===== src/rtl/dbg_run_ctrl_if.sv =====
// Command, breakpoint-table and status signals between the debug front end and
// the run controller.
interface dbg_run_ctrl_if #(
  parameter int unsigned NBRK = 4,
  parameter int unsigned AW   = 32
);
  localparam int unsigned IW = $clog2(NBRK);

  logic          step;
  logic          cont;
  logic          halt;
  logic [7:0]    step_cnt;
  logic          brk_we;
  logic [IW-1:0] brk_idx;
  logic [AW-1:0] brk_addr;
  logic          brk_en;
  logic          brk_clr_all;
  logic          cnt_clr;
  logic [AW-1:0] pc;
  logic          cpu_en;
  logic          pause;
  logic [1:0]    mode;
  logic          brk_hit;
  logic [IW-1:0] brk_hit_idx;
  logic [31:0]   run_cycles;

  modport master (
    output step, cont, halt, step_cnt, brk_we, brk_idx, brk_addr, brk_en, brk_clr_all,
           cnt_clr, pc,
    input  cpu_en, pause, mode, brk_hit, brk_hit_idx, run_cycles
  );

  modport slave (
    input  step, cont, halt, step_cnt, brk_we, brk_idx, brk_addr, brk_en, brk_clr_all,
           cnt_clr, pc,
    output cpu_en, pause, mode, brk_hit, brk_hit_idx, run_cycles
  );
endinterface


===== src/rtl/dbg_run_ctrl.sv =====
// Debug run-mode controller: turns step/cont/halt pulses and PC breakpoints
// into a per-cycle CPU clock enable.
module dbg_run_ctrl #(
  parameter int unsigned NBRK = 4,
  parameter int unsigned AW   = 32
) (
  input logic           clk,
  input logic           rstn,
  dbg_run_ctrl_if.slave bus
);
  localparam int unsigned IW = $clog2(NBRK);

  typedef enum logic [1:0] {
    StPause = 2'b00,
    StStep  = 2'b01,
    StCont  = 2'b10
  } state_e;

  state_e        state_q;
  logic [7:0]    step_left_q;
  logic          skip_q;
  logic          brk_hit_q;
  logic [IW-1:0] brk_hit_idx_q;
  logic [NBRK-1:0] brk_valid_q;
  logic [AW-1:0] brk_addr_q [NBRK];
  logic [31:0]   run_cycles_q;

  logic          match;
  logic [IW-1:0] match_idx;
  logic          stop_brk;
  logic          cpu_en;

  // Scan from the top so the lowest matching slot wins.
  always_comb begin
    match     = 1'b0;
    match_idx = '0;
    for (int i = NBRK - 1; i >= 0; i--) begin
      if (brk_valid_q[i] && (brk_addr_q[i] == bus.pc)) begin
        match     = 1'b1;
        match_idx = IW'(i);
      end
    end
  end

  assign stop_brk = match && !skip_q;
  assign cpu_en   = (state_q != StPause) && !stop_brk;

  always_ff @(posedge clk or negedge rstn) begin
    if (!rstn) begin
      state_q       <= StPause;
      step_left_q   <= 8'd0;
      skip_q        <= 1'b0;
      brk_hit_q     <= 1'b0;
      brk_hit_idx_q <= '0;
    end else begin
      // skip only shields the first executed instruction after a resume.
      if (cpu_en) skip_q <= 1'b0;
      case (state_q)
        StPause: begin
          if (bus.cont) begin
            state_q   <= StCont;
            skip_q    <= 1'b1;
            brk_hit_q <= 1'b0;
          end else if (bus.step) begin
            state_q     <= StStep;
            step_left_q <= (bus.step_cnt == 8'd0) ? 8'd1 : bus.step_cnt;
            skip_q      <= 1'b1;
            brk_hit_q   <= 1'b0;
          end
        end
        StStep: begin
          if (stop_brk) begin
            state_q       <= StPause;
            brk_hit_q     <= 1'b1;
            brk_hit_idx_q <= match_idx;
          end else if (bus.halt) begin
            state_q <= StPause;
          end else begin
            step_left_q <= step_left_q - 8'd1;
            if (step_left_q == 8'd1) state_q <= StPause;
          end
        end
        StCont: begin
          if (stop_brk) begin
            state_q       <= StPause;
            brk_hit_q     <= 1'b1;
            brk_hit_idx_q <= match_idx;
          end else if (bus.halt) begin
            state_q <= StPause;
          end
        end
        default: state_q <= StPause;
      endcase
    end
  end

  always_ff @(posedge clk or negedge rstn) begin
    if (!rstn) begin
      brk_valid_q <= '0;
      for (int i = 0; i < NBRK; i++) brk_addr_q[i] <= '0;
    end else if (bus.brk_clr_all) begin
      brk_valid_q <= '0;
    end else if (bus.brk_we) begin
      brk_valid_q[bus.brk_idx] <= bus.brk_en;
      brk_addr_q[bus.brk_idx]  <= bus.brk_addr;
    end
  end

  always_ff @(posedge clk or negedge rstn) begin
    if (!rstn) begin
      run_cycles_q <= 32'd0;
    end else if (bus.cnt_clr) begin
      run_cycles_q <= 32'd0;
    end else if (cpu_en) begin
      run_cycles_q <= run_cycles_q + 32'd1;
    end
  end

  assign bus.cpu_en      = cpu_en;
  assign bus.pause       = (state_q == StPause);
  assign bus.mode        = state_q;
  assign bus.brk_hit     = brk_hit_q;
  assign bus.brk_hit_idx = brk_hit_idx_q;
  assign bus.run_cycles  = run_cycles_q;
endmodule

===== src/flat_wrapper.sv =====
// flat-port wrapper written by rule: the top's interface ports become plain ports
module dbg_run_ctrl_flat 
#(
  parameter int unsigned NBRK = 4,
  parameter int unsigned AW   = 32
)
  (clk, rstn, bus_step, bus_cont, bus_halt, bus_step_cnt, bus_brk_we, bus_brk_idx, bus_brk_addr, bus_brk_en, bus_brk_clr_all, bus_cnt_clr, bus_pc, bus_cpu_en, bus_pause, bus_mode, bus_brk_hit, bus_brk_hit_idx, bus_run_cycles);
  dbg_run_ctrl_if #(.NBRK(NBRK), .AW(AW)) bus_i ();
  input logic clk;
  input logic rstn;
  input wire logic [$bits(bus_i.step)-1:0] bus_step;
  input wire logic [$bits(bus_i.cont)-1:0] bus_cont;
  input wire logic [$bits(bus_i.halt)-1:0] bus_halt;
  input wire logic [$bits(bus_i.step_cnt)-1:0] bus_step_cnt;
  input wire logic [$bits(bus_i.brk_we)-1:0] bus_brk_we;
  input wire logic [$bits(bus_i.brk_idx)-1:0] bus_brk_idx;
  input wire logic [$bits(bus_i.brk_addr)-1:0] bus_brk_addr;
  input wire logic [$bits(bus_i.brk_en)-1:0] bus_brk_en;
  input wire logic [$bits(bus_i.brk_clr_all)-1:0] bus_brk_clr_all;
  input wire logic [$bits(bus_i.cnt_clr)-1:0] bus_cnt_clr;
  input wire logic [$bits(bus_i.pc)-1:0] bus_pc;
  output wire logic [$bits(bus_i.cpu_en)-1:0] bus_cpu_en;
  output wire logic [$bits(bus_i.pause)-1:0] bus_pause;
  output wire logic [$bits(bus_i.mode)-1:0] bus_mode;
  output wire logic [$bits(bus_i.brk_hit)-1:0] bus_brk_hit;
  output wire logic [$bits(bus_i.brk_hit_idx)-1:0] bus_brk_hit_idx;
  output wire logic [$bits(bus_i.run_cycles)-1:0] bus_run_cycles;
  assign bus_i.step = bus_step;
  assign bus_i.cont = bus_cont;
  assign bus_i.halt = bus_halt;
  assign bus_i.step_cnt = bus_step_cnt;
  assign bus_i.brk_we = bus_brk_we;
  assign bus_i.brk_idx = bus_brk_idx;
  assign bus_i.brk_addr = bus_brk_addr;
  assign bus_i.brk_en = bus_brk_en;
  assign bus_i.brk_clr_all = bus_brk_clr_all;
  assign bus_i.cnt_clr = bus_cnt_clr;
  assign bus_i.pc = bus_pc;
  assign bus_cpu_en = bus_i.cpu_en;
  assign bus_pause = bus_i.pause;
  assign bus_mode = bus_i.mode;
  assign bus_brk_hit = bus_i.brk_hit;
  assign bus_brk_hit_idx = bus_i.brk_hit_idx;
  assign bus_run_cycles = bus_i.run_cycles;
  dbg_run_ctrl #(.NBRK(NBRK), .AW(AW)) u_core (.clk(clk), .rstn(rstn), .bus(bus_i));
endmodule

===== config.mk =====
export PLATFORM = sky130hd
export DESIGN_NAME = dbg_run_ctrl_flat
export DESIGN_NICKNAME = d
export VERILOG_FILES = /design/src/rtl/dbg_run_ctrl_if.sv /design/src/rtl/dbg_run_ctrl.sv /design/src/flat_wrapper.sv
export SDC_FILE = /design/constraint.sdc
export NUM_CORES = 1
export LEC_CHECK = 0
export CORE_AREA = 2 2 148 150
export CTS_BUF_LIST = sky130_fd_sc_hd__clkbuf_8
export CTS_CLUSTER_SIZE = 40
export DETAILED_ROUTE_END_ITERATION = 7
export DIE_AREA = 0 0 150 152
export PLACE_DENSITY = 0.66
export SLEW_MARGIN = 5
export SYNTH_ARGS = -nofsm -noshare
export SYNTH_HDL_FRONTEND = slang
export SYNTH_SLANG_ARGS = --single-unit

===== constraint.sdc =====
create_clock -name clk -period 5.3 [get_ports clk]
set_input_delay 0.53 -clock clk [delete_from_list [all_inputs] [get_ports clk]]
set_output_delay 0.53 -clock clk [all_outputs]
set_load 0.03 [all_outputs]

# [Word-level counts from Yosys, hierarchy flattened]
# Cells that the tools add are included.
[totals] ff_bits=178 input_bits=83 output_inout_bits=39 elab_cells=97
[classes] addsub=2 n_lt_le_gt_ge=4 eq_ne=15 muxes=40 bitwise=2 reduce_logical=23
[ops] op="128-bit bitwise mux" n=1
[ops] op="32-bit equality test" n=4
[ops] op="32-bit two-way mux" n=3
[ops] op="32-bit demux with 2-bit select" n=1
[ops] op="8-bit two-way mux" n=5
[ops] op="32-bit by 1-bit adder with 32-bit output (second input constant)" n=1
[ops] op="2-bit two-way mux" n=11
[ops] op="8-bit one-hot mux with 2 select lines" n=1
[ops] op="1-bit two-way mux" n=12
[ops] op="2-bit nonzero test" n=5
[ops] op="8-bit by 1-bit equality test with 1-bit output (second input constant)" n=1
[ops] op="1-bit logical AND" n=8
[ops] op="8-bit logical NOT" n=1
[ops] op="4-bit two-way mux" n=2
[ops] op="2-bit != test (second input constant)" n=4
[ops] op="8-bit by 1-bit subtractor with 8-bit output (second input constant)" n=1
[ops] op="2-bit one-hot mux with 3 select lines" n=1
[ops] op="3-bit AND reduction" n=2
[ops] op="5-bit AND reduction" n=1
[ops] op="4-bit bitwise mux" n=1
[ops] op="4-bit by 2-bit != test with 1-bit output (second input constant)" n=1
[ops] op="2-bit AND reduction" n=2
[ops] op="3-bit greater-or-equal comparator (second input constant)" n=1
[ops] op="2-bit by 3-bit < comparator with 1-bit output (second input constant)" n=1
[ops] op="other kinds (14)" n=15

# [Depth between registers and ports, before layout]
[depth] ltp_word=13 mapped_depth=10 mapped_depth_nobuf=7

# [Worst setup path before layout]
# No wires, ideal clock.
[synth_path] path_type="input port to output port" startpoint="in bus_pc[26]" endpoint="out bus_cpu_en" arrival_time_ns=2.286 t_required_ns=4.770 setup_slack_ns=2.484 path_stages=9 n_path_buf=3 cell_sequence="buf_2 xor2_1 nor4_1 nand4_1 or3_4 a41oi_2 buf_4 buf_4 nor2_1"
[synth_via] elab_chain_len=9 word_cells_on_any_way=15 classes_between="4 x eq/ne; 4 x mux; 7 x reduce/logical"
[synth_lines] element="start, declared" line="flat_wrapper.sv:21" rtl="input wire logic [$bits(bus_i.pc)-1:0] bus_pc;"
[synth_lines] element="32-bit equality test" line="dbg_run_ctrl.sv:38" rtl="if (brk_valid_q[i] && (brk_addr_q[i] == bus.pc)) begin"
[synth_lines] element="1-bit logical AND" line="dbg_run_ctrl.sv:38"
[synth_lines] element="1-bit two-way mux (3 in series)" line="dbg_run_ctrl.sv:38"
[synth_lines] element="1-bit two-way mux *" line="dbg_run_ctrl.sv:38"
[synth_lines] element="1-bit logical AND *" line="dbg_run_ctrl.sv:45" rtl="assign stop_brk = match && !skip_q;"
[synth_lines] element="1-bit logical NOT *" line="dbg_run_ctrl.sv:46" rtl="assign cpu_en = (state_q != StPause) && !stop_brk;"
[synth_lines] element="1-bit logical AND *" line="dbg_run_ctrl.sv:46"
[synth_lines] element="end, declared" line="flat_wrapper.sv:22" rtl="output wire logic [$bits(bus_i.cpu_en)-1:0] bus_cpu_en;"
# Mark *: on every way between the ends. The rest lies on a longest branch, timed or not.

# [Final worst setup path]
[layout_path] startpoint="in bus_pc[3]" endpoint="out bus_cpu_en"
# The elaborated chain is that of the path after synthesis.

==> results by group <==
Outcome
  • Status: finished, final reports clean

Drt
  • Vias per cell: 5.40
  • Top sig layer: met4
  • Drt wl/cell: 19.0 um
  • Met1 Wirelength: 10400 um
  • Metal3 WL: 860 um
  • Post-DRT Antenna Nets: 0
  • Iter 0 DRT Violations: 320
  • Met2 wire len: 11600 um
  • Detailed Routing Iterations Pass 1: 4
  • Total Wirelength: 23300 um
  • Post-route DRC: 0
  • Via count: 6608

Clock network
  • Clock Sink Count: 178
  • Clock latency on the worst-skew pair: 470 ps
  • H-tree levels: 4
  • Clock Tree Root: clkbuf_8
  • # hold bufs at CTS: 0
  • TritonCTS buffer count: 17
  • Clock transition at path regs: 120 ps
  • CTS tree: done
  • Resize count post-CTS: 0
  • Longest Clk Path Bufs: 2
  • Setup Buffers After CTS: 0

Layout
  • Sequential Area: 4450 um^2
  • Area grow syn2layout: 19.8%
  • Cell Count, Final, Fillers Out: 1224
  • Area of the multi-input gates: 4710 um^2
  • Final net count: 1021
  • Layout fillers: 1935
  • ANT cells: 0
  • Share of layout cells above drive strength 1: 20.8%

Floorplan
  • Chip Width: 150 um
  • Chip Height: 152 um
  • Top Ports: 122
  • Rows: 54
  • Starting Density: 44.0%
  • Core area: 21400 um^2
  • Die area: 22800 um^2

Placement
  • Dpl ws: 1340 ps
  • Final Wtd Congestion: 0.851
  • Input/output buffers: 121
  • DP Cell Count: 1192
  • Dpl hpwl: 16100 um

Synthesis
  • Mapped Nets: 919
  • Dominant cells by area after synthesis: dfrtp_1, mux2_2, xor2_1
  • Syn Area/Cell: 11.3 um^2
  • Yosys top cell area share: 47.4%
  • Mapped cell area: 9390 um^2
  • Netlist cell types: 54
  • Number of synthesized flops with an enable pin: 0
  • YS warnings: 0
  • Ys flop type: dfrtp_1
  • Seq cells post-synth: 178
  • Synth Instances: 829
  • Seq/Total Area, Yosys: 47.4%
  • Fraction of registers with async set/reset: 100%
  • Synth area leader: dfrtp_1

Power
  • Comb pwr share: 29.2%
  • Switching pwr: 1.38 mW
  • Power share of the clock group: 24.2%
  • Leakage: 4.54 nW
  • PwrDens: 347 nW/um^2
  • Sw Share: 35.4%
  • Internal: 2.52 mW
  • Seq pwr share: 46.6%
  • Peak VDD IR: 197 uV

GRT
  • GRT Total Usage: 21.1%
  • First-pass GRT wire length: 37400 um
  • Largest net degree at the start of global routing: 179
  • Initial antenna violation count: 0
  • Congestion Overflow GR: 0
  • Number of global-route vias before repair: 6885

STA
  • TNS Setup: 0 ps
  • Final WS setup: 1310 ps
  • Post-route clock period utilization: 75.3%
  • RSZ-0062 raised after global routing: false
  • Final slew viol count: 0
  • Min Tclk post-route: 3990 ps
  • Worst-margin pin slew: 1040 ps
  • Final hold slack: 125 ps
  • Setup Skew: 17.6 ps
  • Slew Limit Headroom: 30.4%
  • Final Hold Vio Count: 0
  • Final setup vio count: 0
  • Fmax: 250 MHz

Critical path
  • RR Endpoint: u_core.bus.run_cycles[31]
  • Worst setup path start: bus_pc[3]
  • Worst path cell trace: clkdlybuf4s50_1, nor2b_1, a2111o_1, nor4_1, nand4_1, a41oi_4, nor2_1, clkdlybuf4s50_1
  • Slowest cell on the critical path: clkdlybuf4s50_1
  • Max Fanout on Critical Path: 6
  • Type of origin of the critical path: input port
  • Crit path kind: in -> out
  • Worst EP arrival: 3460 ps
  • Crit-path max cell delay: 630 ps
  • R2R Setup Slk: 2220 ps
  • Worst r2r path cells: 8
  • Crit Reg-Reg Startpoint: u_core.brk_addr_q[85]
  • Setup crit end: bus_cpu_en
  • Crit. End Element: output port
  • Req. time, crit path: 4770 ps
  • Cell with the most instances on the worst path: clkdlybuf4s50_1

Run
  • MaxCap Viol Count: 0

Worst hold path
  • Min-delay worst type: in -> async
cell type report:
type / instances / share of cell area, %
clock buffer: 17 / 2.08
clock inverter: 15 / 1.42
inverter: 19 / 0.634
multi-input combinational: 587 / 41.8
sequential: 178 / 39.6
tap: 280 / 3.11
timing repair buffer: 128 / 11.4
layout by cell type, fill, tap and decap left out, types with 9 or more instances in the layout:
cell | synthesis | final
dfrtp_1 | 178 | 178
mux2_2 | 135 | 135
clkdlybuf4s50_1 | 0 | 120
xor2_1 | 64 | 64
xnor2_1 | 44 | 44
nor2b_1 | 36 | 36
nor2_1 | 34 | 34
a21oi_1 | 26 | 26
nand4_1 | 25 | 25
nand3_1 | 24 | 24
nand2_1 | 23 | 23
nor4_1 | 20 | 20
inv_1 | 19 | 19
nor3_1 | 19 | 19
clkbuf_8 | 0 | 17
o21ai_0 | 16 | 16
o31ai_1 | 13 | 13
or4_1 | 12 | 12
nand2b_1 | 9 | 9
power groups by stage:
stage               Sequential, mW  Combinational, mW  Clock, mW
floorplan                     1.82              0.760          0
global placement              1.83               1.13          0
detailed placement            1.84               1.14          0
CTS                           1.82               1.15      0.965
global route                  1.85               1.25       1.02
finish                        1.82               1.14      0.943
cell usage after synthesis (all sizes together), types with 2 or more instances:
cell type	number
or3	7
nor2b	36
a2111o	6
and2	3
nand3	24
mux2i	5
inv	19
o21ai	16
dfrtp	178
xor2	64
nor2	34
nor3	24
and3	5
and4	7
buf	14
or4	12
ha	7
o31ai	13
nand2	23
or2	4
clkbuf	31
nor4bb	2
nor4	20
a21oi	26
mux2	140
xnor2	44
o22ai	4
o221ai	3
o2bb2ai	5
nor4b	3
nand4	25
nand2b	9
nand3b	2
a21boi	2
stage by stage:
stage	total power [mW]	util, %	cell area (um^2)
finish	3.90	52.7	11300
global route	4.12	52.7	11300
CTS	3.93	52.7	11300
detailed placement	2.99	50.9	10900
global placement	2.96	50.9	10900
floorplan	2.58	-	9390
worst max-delay path: cells and delay by family:
family                 cells  cell delay (ps)
AOI/OAI and AO/OA          2              680
buffers and inverters      2             1210
and+or+nand+nor            4             1030
routing by layer:
metal / vias up / track usage (%)
met4: 0 / 5.80
met3: 22 / 3.66
met2: 144 / 35.6
met1: 3277 / 28.0
li1: 3165 / -
met5: - / 0
cell families (layout without fill, tap and decap cells):
family	count (synthesis)	in the layout	share of synthesized area [%]
muxes	145	145	17.5
and+or+nand+nor	243	243	15.0
buffers and inverters	64	179	2.98
DFF	178	178	47.4
adders and majority gates	7	7	0.933
xor gates and xnor gates	108	108	10.1
AOI/OAI and AO/OA	84	84	6.10
state kept, by name, summed over array words and instances (netlist names):
| signal | flops |
|---|---|
| u_core.skip_q | 1 |
| u_core.brk_valid_q | 4 |
| u_core.bus.brk_hit | 1 |
| u_core.bus.mode | 2 |
| u_core.bus.run_cycles | 32 |
| u_core.brk_addr_q | 128 |
| u_core.bus.brk_hit_idx | 2 |
| u_core.step_left_q | 8 |
how the worst min path moves through the flow:
stage | slack, ps | from | end
final | 120 | rstn | u_core.bus.run_cycles[25]
after floorplan | 230 | rstn | u_core.brk_addr_q[0]
after detailed placement | 470 | u_core.step_left_q[6] | u_core.step_left_q[6]
after global routing | 270 | rstn | u_core.bus.run_cycles[24]
after CTS | 260 | rstn | u_core.bus.run_cycles[24]
after global placement | 470 | u_core.step_left_q[5] | u_core.step_left_q[5]
No activity file was read; power rests on OpenSTA's default activity.
